File: src/rtl/rvb_arbiter_if.sv
// rvb_arbiter_if: bundle of every handshake/bus signal around rvb_arbiter.
//   Requester A/B side : x_req_valid/x_req_ready, x_insn, x_rs1..x_rs3,
//                        x_rsp_valid/x_rsp_ready, x_rsp_rd
//   Worker side        : din_valid/din_ready, din_insn, din_rs1..din_rs3,
//                        dout_valid/dout_ready, dout_rd
//   Debug              : dbg_prio (0 = A preferred), dbg_count (ops in flight)
// Handshake rule for every valid/ready pair: a transfer happens on a rising
// clk edge where both valid and ready are high; a valid source holds its
// payload stable until that transfer.
// modport slave is the arbiter's view, modport master is the environment's.
interface rvb_arbiter_if #(
  parameter int XLEN  = 32,
  parameter int DEPTH = 4
);
  localparam int CW = $clog2(DEPTH + 1);

  logic            a_req_valid, a_req_ready;
  logic [31:0]     a_insn;
  logic [XLEN-1:0] a_rs1, a_rs2, a_rs3;
  logic            a_rsp_valid, a_rsp_ready;
  logic [XLEN-1:0] a_rsp_rd;

  logic            b_req_valid, b_req_ready;
  logic [31:0]     b_insn;
  logic [XLEN-1:0] b_rs1, b_rs2, b_rs3;
  logic            b_rsp_valid, b_rsp_ready;
  logic [XLEN-1:0] b_rsp_rd;

  logic            din_valid, din_ready;
  logic [31:0]     din_insn;
  logic [XLEN-1:0] din_rs1, din_rs2, din_rs3;
  logic            dout_valid, dout_ready;
  logic [XLEN-1:0] dout_rd;

  logic            dbg_prio;
  logic [CW-1:0]   dbg_count;

  modport slave (
    input  a_req_valid, a_insn, a_rs1, a_rs2, a_rs3, a_rsp_ready,
    input  b_req_valid, b_insn, b_rs1, b_rs2, b_rs3, b_rsp_ready,
    input  din_ready, dout_valid, dout_rd,
    output a_req_ready, a_rsp_valid, a_rsp_rd,
    output b_req_ready, b_rsp_valid, b_rsp_rd,
    output din_valid, din_insn, din_rs1, din_rs2, din_rs3, dout_ready,
    output dbg_prio, dbg_count
  );

  modport master (
    output a_req_valid, a_insn, a_rs1, a_rs2, a_rs3, a_rsp_ready,
    output b_req_valid, b_insn, b_rs1, b_rs2, b_rs3, b_rsp_ready,
    output din_ready, dout_valid, dout_rd,
    input  a_req_ready, a_rsp_valid, a_rsp_rd,
    input  b_req_ready, b_rsp_valid, b_rsp_rd,
    input  din_valid, din_insn, din_rs1, din_rs2, din_rs3, dout_ready,
    input  dbg_prio, dbg_count
  );
endinterface

File: src/rtl/rvb_arbiter.sv
// rvb_arbiter: two-port round-robin arbiter in front of one rvb_full worker.
// Requests are forwarded combinationally to the worker's din port; a tag FIFO
// remembers which requester issued each in-flight op so results on dout are
// steered back to their owner in issue order.
// Ports:
//   clk    - rising-edge clock
//   resetn - asynchronous active-low reset (shared with the worker)
//   bus    - rvb_arbiter_if.slave, all requester/worker handshakes + debug
module rvb_arbiter #(
  parameter int XLEN  = 32,
  parameter int DEPTH = 4
) (
  input logic         clk,
  input logic         resetn,
  rvb_arbiter_if.slave bus
);
  localparam int PW = $clog2(DEPTH);
  localparam int CW = $clog2(DEPTH + 1);

  logic             prio_q, prio_d;      // 0 = A preferred on contention
  logic [DEPTH-1:0] tag_q, tag_d;        // 0 = A owns the op, 1 = B
  logic [PW-1:0]    wptr_q, wptr_d;
  logic [PW-1:0]    rptr_q, rptr_d;
  logic [CW-1:0]    count_q, count_d;

  logic full, empty, sel_a, sel_b, issue, retire, head_b;

  always_comb begin
    full   = (count_q == CW'(DEPTH));
    empty  = (count_q == '0);
    sel_b  = bus.b_req_valid & (~bus.a_req_valid | prio_q);
    sel_a  = bus.a_req_valid & ~sel_b;
    head_b = tag_q[rptr_q];

    // Request path; resetn gating keeps the handshake quiet while in reset.
    bus.din_valid   = resetn & (bus.a_req_valid | bus.b_req_valid) & ~full;
    bus.a_req_ready = resetn & sel_a & bus.din_ready & ~full;
    bus.b_req_ready = resetn & sel_b & bus.din_ready & ~full;
    if (sel_b) begin
      bus.din_insn = bus.b_insn;
      bus.din_rs1  = bus.b_rs1;
      bus.din_rs2  = bus.b_rs2;
      bus.din_rs3  = bus.b_rs3;
    end else if (bus.a_req_valid) begin
      bus.din_insn = bus.a_insn;
      bus.din_rs1  = bus.a_rs1;
      bus.din_rs2  = bus.a_rs2;
      bus.din_rs3  = bus.a_rs3;
    end else begin
      bus.din_insn = '0;
      bus.din_rs1  = '0;
      bus.din_rs2  = '0;
      bus.din_rs3  = '0;
    end
    issue = bus.din_valid & bus.din_ready;

    // Response path; an empty FIFO means dout has no owner, so nothing routes.
    bus.a_rsp_valid = bus.dout_valid & ~empty & ~head_b;
    bus.b_rsp_valid = bus.dout_valid & ~empty & head_b;
    bus.dout_ready  = ~empty & (head_b ? bus.b_rsp_ready : bus.a_rsp_ready);
    bus.a_rsp_rd    = bus.dout_rd;
    bus.b_rsp_rd    = bus.dout_rd;
    retire = bus.dout_valid & bus.dout_ready;

    bus.dbg_prio  = prio_q;
    bus.dbg_count = count_q;

    prio_d  = prio_q;
    tag_d   = tag_q;
    wptr_d  = wptr_q;
    rptr_d  = rptr_q;
    count_d = count_q;
    if (issue) begin
      tag_d[wptr_q] = sel_b;
      wptr_d        = wptr_q + PW'(1);
      prio_d        = ~sel_b;
    end
    if (retire) begin
      rptr_d = rptr_q + PW'(1);
    end
    if (issue && !retire) begin
      count_d = count_q + CW'(1);
    end else if (retire && !issue) begin
      count_d = count_q - CW'(1);
    end
  end

  always_ff @(posedge clk or negedge resetn) begin
    if (!resetn) begin
      prio_q  <= 1'b0;
      tag_q   <= '0;
      wptr_q  <= '0;
      rptr_q  <= '0;
      count_q <= '0;
    end else begin
      prio_q  <= prio_d;
      tag_q   <= tag_d;
      wptr_q  <= wptr_d;
      rptr_q  <= rptr_d;
      count_q <= count_d;
    end
  end
endmodule

File: src/flat_wrapper.sv
// flat-port wrapper written by rule: the top's interface ports become plain ports
module rvb_arbiter_flat 
#(
  parameter int XLEN  = 32,
  parameter int DEPTH = 4
)
  (clk, resetn, bus_a_req_valid, bus_a_insn, bus_a_rs1, bus_a_rs2, bus_a_rs3, bus_a_rsp_ready, bus_b_req_valid, bus_b_insn, bus_b_rs1, bus_b_rs2, bus_b_rs3, bus_b_rsp_ready, bus_din_ready, bus_dout_valid, bus_dout_rd, bus_a_req_ready, bus_a_rsp_valid, bus_a_rsp_rd, bus_b_req_ready, bus_b_rsp_valid, bus_b_rsp_rd, bus_din_valid, bus_din_insn, bus_din_rs1, bus_din_rs2, bus_din_rs3, bus_dout_ready, bus_dbg_prio, bus_dbg_count);
  rvb_arbiter_if #(.XLEN(XLEN), .DEPTH(DEPTH)) bus_i ();
  input logic clk;
  input logic resetn;
  input wire logic [$bits(bus_i.a_req_valid)-1:0] bus_a_req_valid;
  input wire logic [$bits(bus_i.a_insn)-1:0] bus_a_insn;
  input wire logic [$bits(bus_i.a_rs1)-1:0] bus_a_rs1;
  input wire logic [$bits(bus_i.a_rs2)-1:0] bus_a_rs2;
  input wire logic [$bits(bus_i.a_rs3)-1:0] bus_a_rs3;
  input wire logic [$bits(bus_i.a_rsp_ready)-1:0] bus_a_rsp_ready;
  input wire logic [$bits(bus_i.b_req_valid)-1:0] bus_b_req_valid;
  input wire logic [$bits(bus_i.b_insn)-1:0] bus_b_insn;
  input wire logic [$bits(bus_i.b_rs1)-1:0] bus_b_rs1;
  input wire logic [$bits(bus_i.b_rs2)-1:0] bus_b_rs2;
  input wire logic [$bits(bus_i.b_rs3)-1:0] bus_b_rs3;
  input wire logic [$bits(bus_i.b_rsp_ready)-1:0] bus_b_rsp_ready;
  input wire logic [$bits(bus_i.din_ready)-1:0] bus_din_ready;
  input wire logic [$bits(bus_i.dout_valid)-1:0] bus_dout_valid;
  input wire logic [$bits(bus_i.dout_rd)-1:0] bus_dout_rd;
  output wire logic [$bits(bus_i.a_req_ready)-1:0] bus_a_req_ready;
  output wire logic [$bits(bus_i.a_rsp_valid)-1:0] bus_a_rsp_valid;
  output wire logic [$bits(bus_i.a_rsp_rd)-1:0] bus_a_rsp_rd;
  output wire logic [$bits(bus_i.b_req_ready)-1:0] bus_b_req_ready;
  output wire logic [$bits(bus_i.b_rsp_valid)-1:0] bus_b_rsp_valid;
  output wire logic [$bits(bus_i.b_rsp_rd)-1:0] bus_b_rsp_rd;
  output wire logic [$bits(bus_i.din_valid)-1:0] bus_din_valid;
  output wire logic [$bits(bus_i.din_insn)-1:0] bus_din_insn;
  output wire logic [$bits(bus_i.din_rs1)-1:0] bus_din_rs1;
  output wire logic [$bits(bus_i.din_rs2)-1:0] bus_din_rs2;
  output wire logic [$bits(bus_i.din_rs3)-1:0] bus_din_rs3;
  output wire logic [$bits(bus_i.dout_ready)-1:0] bus_dout_ready;
  output wire logic [$bits(bus_i.dbg_prio)-1:0] bus_dbg_prio;
  output wire logic [$bits(bus_i.dbg_count)-1:0] bus_dbg_count;
  assign bus_i.a_req_valid = bus_a_req_valid;
  assign bus_i.a_insn = bus_a_insn;
  assign bus_i.a_rs1 = bus_a_rs1;
  assign bus_i.a_rs2 = bus_a_rs2;
  assign bus_i.a_rs3 = bus_a_rs3;
  assign bus_i.a_rsp_ready = bus_a_rsp_ready;
  assign bus_i.b_req_valid = bus_b_req_valid;
  assign bus_i.b_insn = bus_b_insn;
  assign bus_i.b_rs1 = bus_b_rs1;
  assign bus_i.b_rs2 = bus_b_rs2;
  assign bus_i.b_rs3 = bus_b_rs3;
  assign bus_i.b_rsp_ready = bus_b_rsp_ready;
  assign bus_i.din_ready = bus_din_ready;
  assign bus_i.dout_valid = bus_dout_valid;
  assign bus_i.dout_rd = bus_dout_rd;
  assign bus_a_req_ready = bus_i.a_req_ready;
  assign bus_a_rsp_valid = bus_i.a_rsp_valid;
  assign bus_a_rsp_rd = bus_i.a_rsp_rd;
  assign bus_b_req_ready = bus_i.b_req_ready;
  assign bus_b_rsp_valid = bus_i.b_rsp_valid;
  assign bus_b_rsp_rd = bus_i.b_rsp_rd;
  assign bus_din_valid = bus_i.din_valid;
  assign bus_din_insn = bus_i.din_insn;
  assign bus_din_rs1 = bus_i.din_rs1;
  assign bus_din_rs2 = bus_i.din_rs2;
  assign bus_din_rs3 = bus_i.din_rs3;
  assign bus_dout_ready = bus_i.dout_ready;
  assign bus_dbg_prio = bus_i.dbg_prio;
  assign bus_dbg_count = bus_i.dbg_count;
  rvb_arbiter #(.XLEN(XLEN), .DEPTH(DEPTH)) u_core (.clk(clk), .resetn(resetn), .bus(bus_i));
endmodule
File: config.mk
export PLATFORM = sky130hd
export DESIGN_NAME = rvb_arbiter_flat
export DESIGN_NICKNAME = d
export VERILOG_FILES = /design/src/rtl/rvb_arbiter_if.sv /design/src/rtl/rvb_arbiter.sv /design/src/flat_wrapper.sv
export SDC_FILE = /design/constraint.sdc
export NUM_CORES = 1
export LEC_CHECK = 0
export ABC_CLOCK_PERIOD_IN_PS = 2800
export CAP_MARGIN = 0
export CORE_AREA = 2 2 193 195
export CTS_CLUSTER_DIAMETER = 50
export DETAILED_ROUTE_END_ITERATION = 10
export DIE_AREA = 0 0 195 197
export PLACE_DENSITY = 0.44
export SKIP_LAST_GASP = 1
export SYNTH_ARGS = -nofsm -noshare
export SYNTH_HDL_FRONTEND = slang
export SYNTH_SLANG_ARGS = --single-unit
File: constraint.sdc
create_clock -name clk -period 2.8 [get_ports clk]
set_clock_uncertainty 0.1 [all_clocks]
set_input_delay 0.7 -clock clk [delete_from_list [all_inputs] [get_ports clk]]
set_output_delay 0.7 -clock clk [all_outputs]
set_load 0.005 [all_outputs]
=== Word level (Yosys, flattened, before mapping) ===
Cells that the tools add are included.

* Register bits: 12
* Input bits: 296
* Output and inout port bits: 202
* Word-level logic and storage cells: 59

* Add/sub/neg operators: 4
* $lt $le $gt $ge: 3
* Eq/ne operators: 1
* Muxes and demuxes: 16
* Bitwise logic cells: 23
* Reductions and logical operators: 7

{| class="wikitable"
|+ Operators with widths
! cell !! count
|-
| two-way mux 32 bit || 8
|-
| bitwise AND 1 bit || 16
|-
| less-than comparator 2 x 3 -> 1 bit, second input constant || 2
|-
| two-way mux 3 bit || 2
|-
| inverter 1 bit || 5
|-
| adder 2 x 1 -> 2 bit, second input constant || 2
|-
| bitwise mux 4 bit || 1
|-
| adder 3 x 1 -> 3 bit, second input constant || 1
|-
| equality test 3 bit, second input constant || 1
|-
| logical AND 1 bit || 3
|-
| logical NOT 3 bit || 1
|-
| two-way mux 1 bit || 3
|-
| subtractor 3 x 1 -> 3 bit, second input constant || 1
|-
| binary-select mux 1 bit (select 2 bit) || 1
|-
| demux 1 bit (select 2 bit) || 1
|-
| >= comparator 2 x 1 -> 1 bit, second input constant || 1
|-
| logical NOT 1 bit || 2
|-
| OR 1 bit || 2
|-
| nonzero test 2 bit || 1
|}

=== Depth between registers and ports, before layout ===
Gate-level depths: netlist (run 1).

* Depth in word-level cells: 8
* Gate-level depth with buffers: 10
* Gate-level depth less buffers: 10

=== Least setup slack after synthesis (run 1) ===
Ideal clock, no wire load.

* Path kind: in2reg
* From: input bus_a_req_valid
* To: register u_core.count_q[2] (netlist: u_core.bus.dbg_count[2])
* Library setup time: 79 ps
* Data arrival time: 2277 ps
* Data required time: 2621 ps
* Slack: 343 ps
* Stages on the path: 9
* Path buffers: 1
* Cells stage by stage: buf_4 -> o21ai_2 -> a211oi_4 -> ha_1 -> inv_1 -> fa_1 -> xor2_1 -> nor2_1 -> xor2_1

* Cells in the longest elaborated chain, start to end: 7
* Elaborated cells between the ends (all ways): 9
* Those cells by class: mux (1); bitwise (4); reduce/logical (4)

{| class="wikitable"
|+ Ends and longest elaborated chain
! item !! RTL line !! text
|-
| from (decl) || flat_wrapper.sv:11 || <nowiki>input wire logic [$bits(bus_i.a_req_valid)-1:0] bus_a_req_valid;</nowiki>
|-
| OR 1 bit * || rvb_arbiter.sv:36 || <nowiki>bus.din_valid = resetn & (bus.a_req_valid | bus.b_req_valid) & ~full;</nowiki>
|-
| bitwise AND 1 bit * (2 in a row) || rvb_arbiter.sv:36 ||
|-
| bitwise AND 1 bit * || rvb_arbiter.sv:55 || <nowiki>issue = bus.din_valid & bus.din_ready;</nowiki>
|-
| named net u_core.issue || rvb_arbiter.sv:26 || <nowiki>logic full, empty, sel_a, sel_b, issue, retire, head_b;</nowiki>
|-
| logical NOT 1 bit || rvb_arbiter.sv:83 || <nowiki>end else if (retire && !issue) begin</nowiki>
|-
| logical AND 1 bit || rvb_arbiter.sv:83 ||
|-
| nonzero test 2 bit (no source line) || n/a ||
|-
| to (signal assigned) || rvb_arbiter.sv:100 || <nowiki>count_q <= count_d;</nowiki>
|-
| to (decl) || rvb_arbiter.sv:24 || <nowiki>logic [CW-1:0] count_q, count_d;</nowiki>
|}

Mark *: on every way through the listed nets, which the timed path passes. The rest lies on a longest branch.
A chain may end at the register's enable or synchronous reset.

=== Worst setup path in the final report (run 1) ===
* From: input bus_b_req_valid
* To: output bus_din_insn[21]

* Cells in the longest elaborated chain, start to end: 2

{| class="wikitable"
|+ Ends and longest elaborated chain
! item !! RTL line !! text
|-
| from (decl) || flat_wrapper.sv:17 || <nowiki>input wire logic [$bits(bus_i.b_req_valid)-1:0] bus_b_req_valid;</nowiki>
|-
| bitwise AND 1 bit || rvb_arbiter.sv:31 || <nowiki>sel_b = bus.b_req_valid & (~bus.a_req_valid | prio_q);</nowiki>
|-
| two-way mux 32 bit || rvb_arbiter.sv:39 || <nowiki>if (sel_b) begin</nowiki>
|-
| to (decl) || flat_wrapper.sv:33 || <nowiki>output wire logic [$bits(bus_i.din_insn)-1:0] bus_din_insn;</nowiki>
|}

Every way passes these cells.

==> impl_metrics.tcl, run 1 <==
set metrics [dict create \
    syn_inst 558 \
    path_cells "buf_2 > a21boi_4 > buf_12 > buf_12 > buf_12 > buf_16 > o21ai_0 > dlygate4sd2_1" \
    yosysSeqAreaShare_pct 9.92 \
    period_share_pct 96.7 \
    setup_tns_ns 0 \
    fmax_mhz 369 \
    finalCriticalPeriod_ns 2.71 \
    path_common_cell "buf_12" \
    crit_buf_inv 6 \
    wire_per_inst_um 14.5 \
    final_cells 1397 \
    cts_sinks 12 \
    pre_cts_ws_ns -0.680 \
    worst_setup_path_end_kind "primary output" \
    firstDrtPassIters 4 \
    antenna_found_initial 0 \
    setup_slack_ns 0.0919 \
    path_class "in -> out" \
    hold_path_class "reg -> reg" \
    startpoint_type "primary input" \
    irDropWorstVdd_v 0.000435 \
    reg2reg_to "u_core.bus.dbg_count[2]$_DFFE_PN0P_" \
    cp_num_cells 8 \
    slew_headroom_pct 73.5 \
    cp-startpoint "bus_b_req_valid" \
    rows 70 \
    ys_ff_latch 12 \
    die-area_um2 38400 \
    core_area_um2 36300 \
    cp_slowest_stage_delay_ns 0.24 \
    dp_cells 1363 \
    cts_tree "done" \
    via_count 4849 \
    routed_wl_mm 20.3 \
    dr.first_iter.drc_count 160 \
    arrival_ns 1.91 \
    holdPathEnd "u_core.tag_q[0]$_DFFE_PN0P_" \
    rsz0062_at_grt "false" \
    tightest_slew_ns 0.397 \
    hpwl_mm 15.2 \
    finalSetupViolCount 0 \
    hold_depth 1 \
    syn_nets 860 \
    drive_gt1_share_pct 21.1 \
    crit_family "buffers and inverters" \
    utilization_pct 21.6 \
    grt_pass1_wl_mm 28.8 \
    diodes 0 \
    place.gp.congestion 0.760 \
    initial_core_util_pct 8.35 \
    grt_start_max_net_pins 44 \
    ios 498 \
    drv_cap 0 \
    final_net_count 1232 \
    syn_area_um2 3030 \
    cp_max_fo 7 \
    holdWs_ns 0.413 \
    hold_viol 0 \
    maxSlewViolCount 0 \
    r2r_cells 10 \
    groute.usage.overall_pct 9.76 \
    r2r_slack_ns 0.32 \
    yosysUniqueCellTypes 30 \
    r2r-start "u_core.rptr_q[1]$_DFFE_PN0P_" \
    clockBufferDepth 2 \
    cpMaxStageDelayCell "dlygate4sd2_1" \
    avgViaCountPerCell 3.47 \
    gr-total-overflow 0 \
    required_ns 2.00 \
    ctsRootBufferMaster "clkbuf_16" \
    min_from "u_core.tag_q[0]$_DFFE_PN0P_" \
    io_buffer_count 401 \
    nFillCells 4082 \
    synth_area_per_cell_um2 5.43 \
    grt_pass1_vias 4740 \
    status "completed" \
    die_w_um 195 \
    die_y_um 197 \
    cts_max_level 1 \
    clk_latency_ns 0.24 \
    area_growth_pct 158 \
    cts_buffers 3 \
    powerDensity_nw_per_um2 387 \
    ys_warn_count 0 \
    post-route-drc-count 0 \
    path_clk_slew_ns 0.05 \
    p_leak_nw 3.40 \
    ant_nets 0 \
]
[timing repair]
action | in CTS | in global routing
setup endpoints to repair | 132 | 105
buffers inserted | 16 | 2
hold buffers | 0 | 0
gates resized for setup | 453 | 39
hold endpoints to repair | 0 | 0
pin swaps | 5 | 0
cloned | 14 | 1
[metal layers]
metal / share of wire [%] / wire [um] / up-vias / track usage, %
met3: 7.1 / 1450 / 26 / 1.90
li1: - / - / 2473 / -
met5: 0 / 0 / - / 0
met4: 1.4 / 293 / 0 / 1.67
met1: 41 / 8370 / 2134 / 11.8
met2: 50 / 10200 / 216 / 18.1
[worst reg2reg max path, delay by kind of cell (launching register included)]
family / cells / cell delay (ns)
buf+inv: 1 / 0.05
simple gates: 2 / 0.24
xor+xnor: 2 / 0.32
fa+ha+maj: 2 / 0.53
mux: 3 / 0.72
flops: 1 / 0.44
[Yosys cell counts (all sizes together)]
library cell  count  area share (%)
xor2              3            0.87
nor3b             1            0.25
inv               5            0.62
or2               1            0.21
clkbuf           24             3.1
and2              1            0.21
ha                5             2.1
a211oi            1            0.66
nor3              1            0.17
a21boi            1            0.62
o31ai             1            0.25
nor2              5            0.62
mux2              5             1.9
nor2b             1            0.21
dfrtp            12             9.9
nand2           263              33
xnor2             2            0.58
and3              1            0.21
a21oi             3            0.50
o21ai           131              22
nand2b            1            0.21
fa                1            0.66
buf              83              20
mux2i             6             2.0
[per-stage QoR]
step           area, um2  total power, mW
2_1_floorplan       3030             1.17
3_3_place_gp        7380             2.46
3_5_place_dp        7380             2.47
4_1_cts             7840             3.07
5_1_grt             7830             3.28
6_report            7830             3.03
[layout by cell type, fill, tap and decap left out, types with 2 or more instances in the layout]
| master | n |
|---|---|
| a21oi_2 | 2 |
| buf_12 | 15 |
| buf_16 | 12 |
| buf_2 | 64 |
| buf_4 | 33 |
| buf_6 | 7 |
| buf_8 | 5 |
| clkbuf_16 | 4 |
| clkbuf_2 | 8 |
| clkdlybuf4s15_1 | 5 |
| clkdlybuf4s15_2 | 19 |
| clkdlybuf4s50_1 | 266 |
| dfrtp_1 | 11 |
| dlygate4sd2_1 | 36 |
| dlymetal6s2s_1 | 2 |
| ha_1 | 5 |
| inv_1 | 5 |
| mux2_1 | 4 |
| mux2i_1 | 3 |
| mux2i_2 | 3 |
| nand2_1 | 260 |
| nand2_2 | 3 |
| nor2_1 | 5 |
| o21ai_0 | 63 |
| o21ai_1 | 53 |
| o21ai_2 | 12 |
| o21ai_4 | 3 |
| xnor2_1 | 2 |
| xor2_1 | 3 |
[cell type report]
| cell class | instances | area [um2] | area share (%) |
|---|---|---|---|
| flip-flops and latches | 12 | 302 | 3.85 |
| well taps | 468 | 586 | 7.48 |
| multi-input cells | 434 | 2110 | 27.0 |
| repair buffers | 474 | 4720 | 60.3 |
| inverters | 5 | 18.8 | 0.240 |
| clock buffers | 4 | 88.8 | 1.14 |
[report_power, final]
| part | internal, mW | switching, mW | leakage [nW] |
|---|---|---|---|
| combinational | 1.41 | 0.947 | 3.21 |
| clock | 0.216 | 0.0782 | 0.0442 |
| sequential | 0.263 | 0.109 | 0.143 |
[cells by family after synthesis]
logic type,count (synthesis),share of synthesized area (%)
flip-flops,12,9.92
AND/OR/NAND/NOR,275,34.7
buffers and inverters,112,23.6
AO/OA/AOI/OAI,137,23.8
XOR/XNOR,5,1.45
adder cells (fa/ha/maj),6,2.73
multiplexers,11,3.84
[state kept, by name, summed over array words and instances (netlist names)]
signal	cells
u_core.rptr_q	2
u_core.tag_q	4
u_core.bus.dbg_count	3
u_core.wptr_q	2
u_core.bus.dbg_prio	1
[worst max-delay path by stage]
stage                                               end  slack (ns)
detailed placement                     bus_din_insn[10]       -0.68
floorplan           u_core.bus.dbg_count[2]$_DFFE_PN0P_        0.34
global placement                       bus_din_insn[10]       -0.67
global route                            bus_a_rsp_valid       0.008
CTS                                      bus_din_rs2[9]       -0.05
finish                                 bus_din_insn[21]        0.09
(Power assumes the default switching activity.)
==> run 2, diff against run 1 <==
--- a/config.mk
+++ b/config.mk
@@ -12,6 +12,7 @@
 export DETAILED_ROUTE_END_ITERATION = 10
 export DIE_AREA = 0 0 195 197
 export PLACE_DENSITY = 0.44
+export REMOVE_ABC_BUFFERS = 1
 export SKIP_LAST_GASP = 1
 export SYNTH_ARGS = -nofsm -noshare
 export SYNTH_HDL_FRONTEND = slang
==> impl_metrics.tcl, run 2 (synthesized netlist as in run 1, its figures left out) <==
set metrics [dict create \
    period_share_pct 99.2 \
    arrival_ns 1.98 \
    drv_cap 0 \
    place.gp.congestion 0.792 \
    placed_area_um2 7320 \
    cts_tree "done" \
    cts_sinks 12 \
    antenna_found_initial 0 \
    clk_latency_ns 0.24 \
    avgViaCountPerCell 3.49 \
    io_buffer_count 401 \
    rows 70 \
    p_leak_nw 3.39 \
    largest_reg_flops 4 \
    cp_slowest_stage_delay_ns 0.21 \
    largest-register "u_core.tag_q" \
    crit_family "buffers and inverters" \
    path_class "in -> out" \
    dr.first_iter.drc_count 138 \
    rsz0062_at_grt "true" \
    maxSlewViolCount 0 \
    grt_start_max_net_pins 31 \
    hpwl_mm 18.5 \
    path_common_cell "buf_12" \
    ctsRootBufferMaster "clkbuf_16" \
    routed_wl_mm 22.9 \
    cpMaxStageDelayCell "clkdlybuf4s15_2" \
    via_count 4819 \
    status "completed" \
    final_net_count 1214 \
    tightest_slew_ns 0.340 \
    die_y_um 197 \
    path_clk_slew_ns 0.04 \
    holdWs_ns 0.416 \
    finalCriticalPeriod_ns 2.78 \
    ant_nets 0 \
    dp_cells 1354 \
    wire_per_inst_um 16.6 \
    required_ns 2.00 \
    post-route-drc-count 0 \
    slew_headroom_pct 77.3 \
    cts_max_level 1 \
    powerDensity_nw_per_um2 375 \
    fmax_mhz 360 \
    postLayoutCellArea_um2 7680 \
    hold_viol 0 \
    startpoint_type "primary input" \
    setup_tns_ns 0 \
    die_w_um 195 \
    diodes 0 \
    layout_commonest_cell "clkdlybuf4s50_1" \
    grt_pass1_vias 4748 \
    drive_gt1_share_pct 13.4 \
    layout_common_cells "267 x clkdlybuf4s50_1, 263 x nand2_1, 88 x o21ai_0, 58 x dlygate4sd2_1, 33 x o21ai_1" \
    clockBufferDepth 2 \
    finalSetupViolCount 0 \
    cp_max_fo 14 \
    grt_pass1_wl_mm 31.5 \
    groute.usage.overall_pct 11.0 \
    final_cells 1379 \
    hold_path_class "reg -> reg" \
    cts_buffers 3 \
    path_cells "buf_2 > a21boi_4 > buf_6 > buf_12 > buf_12 > buf_12 > buf_16 > nand2_1 > o21ai_2 > clkdlybuf4s15_2" \
    worst_setup_path_end_kind "primary output" \
    irDropWorstVdd_v 0.000336 \
    initial_core_util_pct 8.35 \
    firstDrtPassIters 4 \
    crit_buf_inv 7 \
    die-area_um2 38400 \
    core_area_um2 36300 \
    area_growth_pct 154 \
    gr-total-overflow 0 \
    ios 498 \
]
## run 2: layer usage
layer / global-route usage, % / share of wire [%] / vias up
met5: 3.07 / 0.58 / -
met4: 1.70 / 1.2 / 2
met3: 6.95 / 15 / 20
met2: 16.5 / 43 / 300
met1: 13.2 / 40 / 2061
li1: - / - / 2436
## run 2: stage by stage
step	power, mW	setup slack (ns)	utilization [%]
after global routing	3.12	-0.0370	21.2
after floorplan	1.03	-2.04	-
after CTS	2.82	-0.0835	21.1
final	2.88	0.0219	21.2
after detailed placement	2.43	-0.776	20.2
after global placement	2.43	-0.777	20.2
## run 2: timing repair
action / 4_1_cts / 5_1_grt
resized for setup: 202 / 105
pin swaps: 2 / 0
buffers inserted: 6 / 7
hold buffers: 0 / 0
setup endpoints to repair: 132 / 71
gates cloned: 8 / 0
## run 2: worst register-to-register path, cell delays in order, from the launching register on
cell	delay, ns
dfrtp_1	0.42
mux2i_2	0.19
mux2i_2	0.24
mux2i_2	0.27
or2_1	0.14
ha_1	0.17
inv_1	0.06
fa_1	0.38
xor2_1	0.17
nor2_1	0.11
xor2_1	0.16
## run 2: worst paths after layout
| path | start | to | slack [ns] | cells past startpoint |
|---|---|---|---|---|
| setup / recovery | bus_b_req_valid | bus_din_insn[28] | 0.02 | 10 |
| hold / removal | u_core.tag_q[3]$_DFFE_PN0P_ | u_core.tag_q[3]$_DFFE_PN0P_ | 0.42 | 1 |
| setup reg to reg | u_core.rptr_q[1]$_DFFE_PN0P_ | u_core.bus.dbg_count[2]$_DFFE_PN0P_ | 0.32 | 10 |
| hold reg to reg | u_core.tag_q[3]$_DFFE_PN0P_ | u_core.tag_q[3]$_DFFE_PN0P_ | 0.42 | 1 |
| max in group asynchronous | resetn | u_core.tag_q[2]$_DFFE_PN0P_ | 2.00 | 2 |
| min in group asynchronous | resetn | u_core.bus.dbg_prio$_DFFE_PN0P_ | 0.45 | 2 |
## run 2: power breakdown
part           total, mW  switching [mW]  internal (mW)
Sequential         0.366           0.104          0.262
Clock              0.291          0.0756          0.216
Combinational       2.22           0.873           1.35
Total               2.88            1.05           1.82
## run 2: cell type report
type                       instances  area (um2)
multi-input combinational        434        2070
inverter                           5        18.8
tap                              468         586
timing repair buffer             456        4620
sequential                        12         300
clock buffer                       4        88.8
fill                            4119       28600
==> run 3, diff against run 2 <==
--- a/config.mk
+++ b/config.mk
@@ -11,6 +11,7 @@
 export CTS_CLUSTER_DIAMETER = 50
 export DETAILED_ROUTE_END_ITERATION = 10
 export DIE_AREA = 0 0 195 197
+export GPL_ROUTABILITY_DRIVEN = 0
 export PLACE_DENSITY = 0.44
 export REMOVE_ABC_BUFFERS = 1
 export SKIP_LAST_GASP = 1
==> results of run 3 <==
No change in the layout: final DEF, timing and power equal those of run 2.
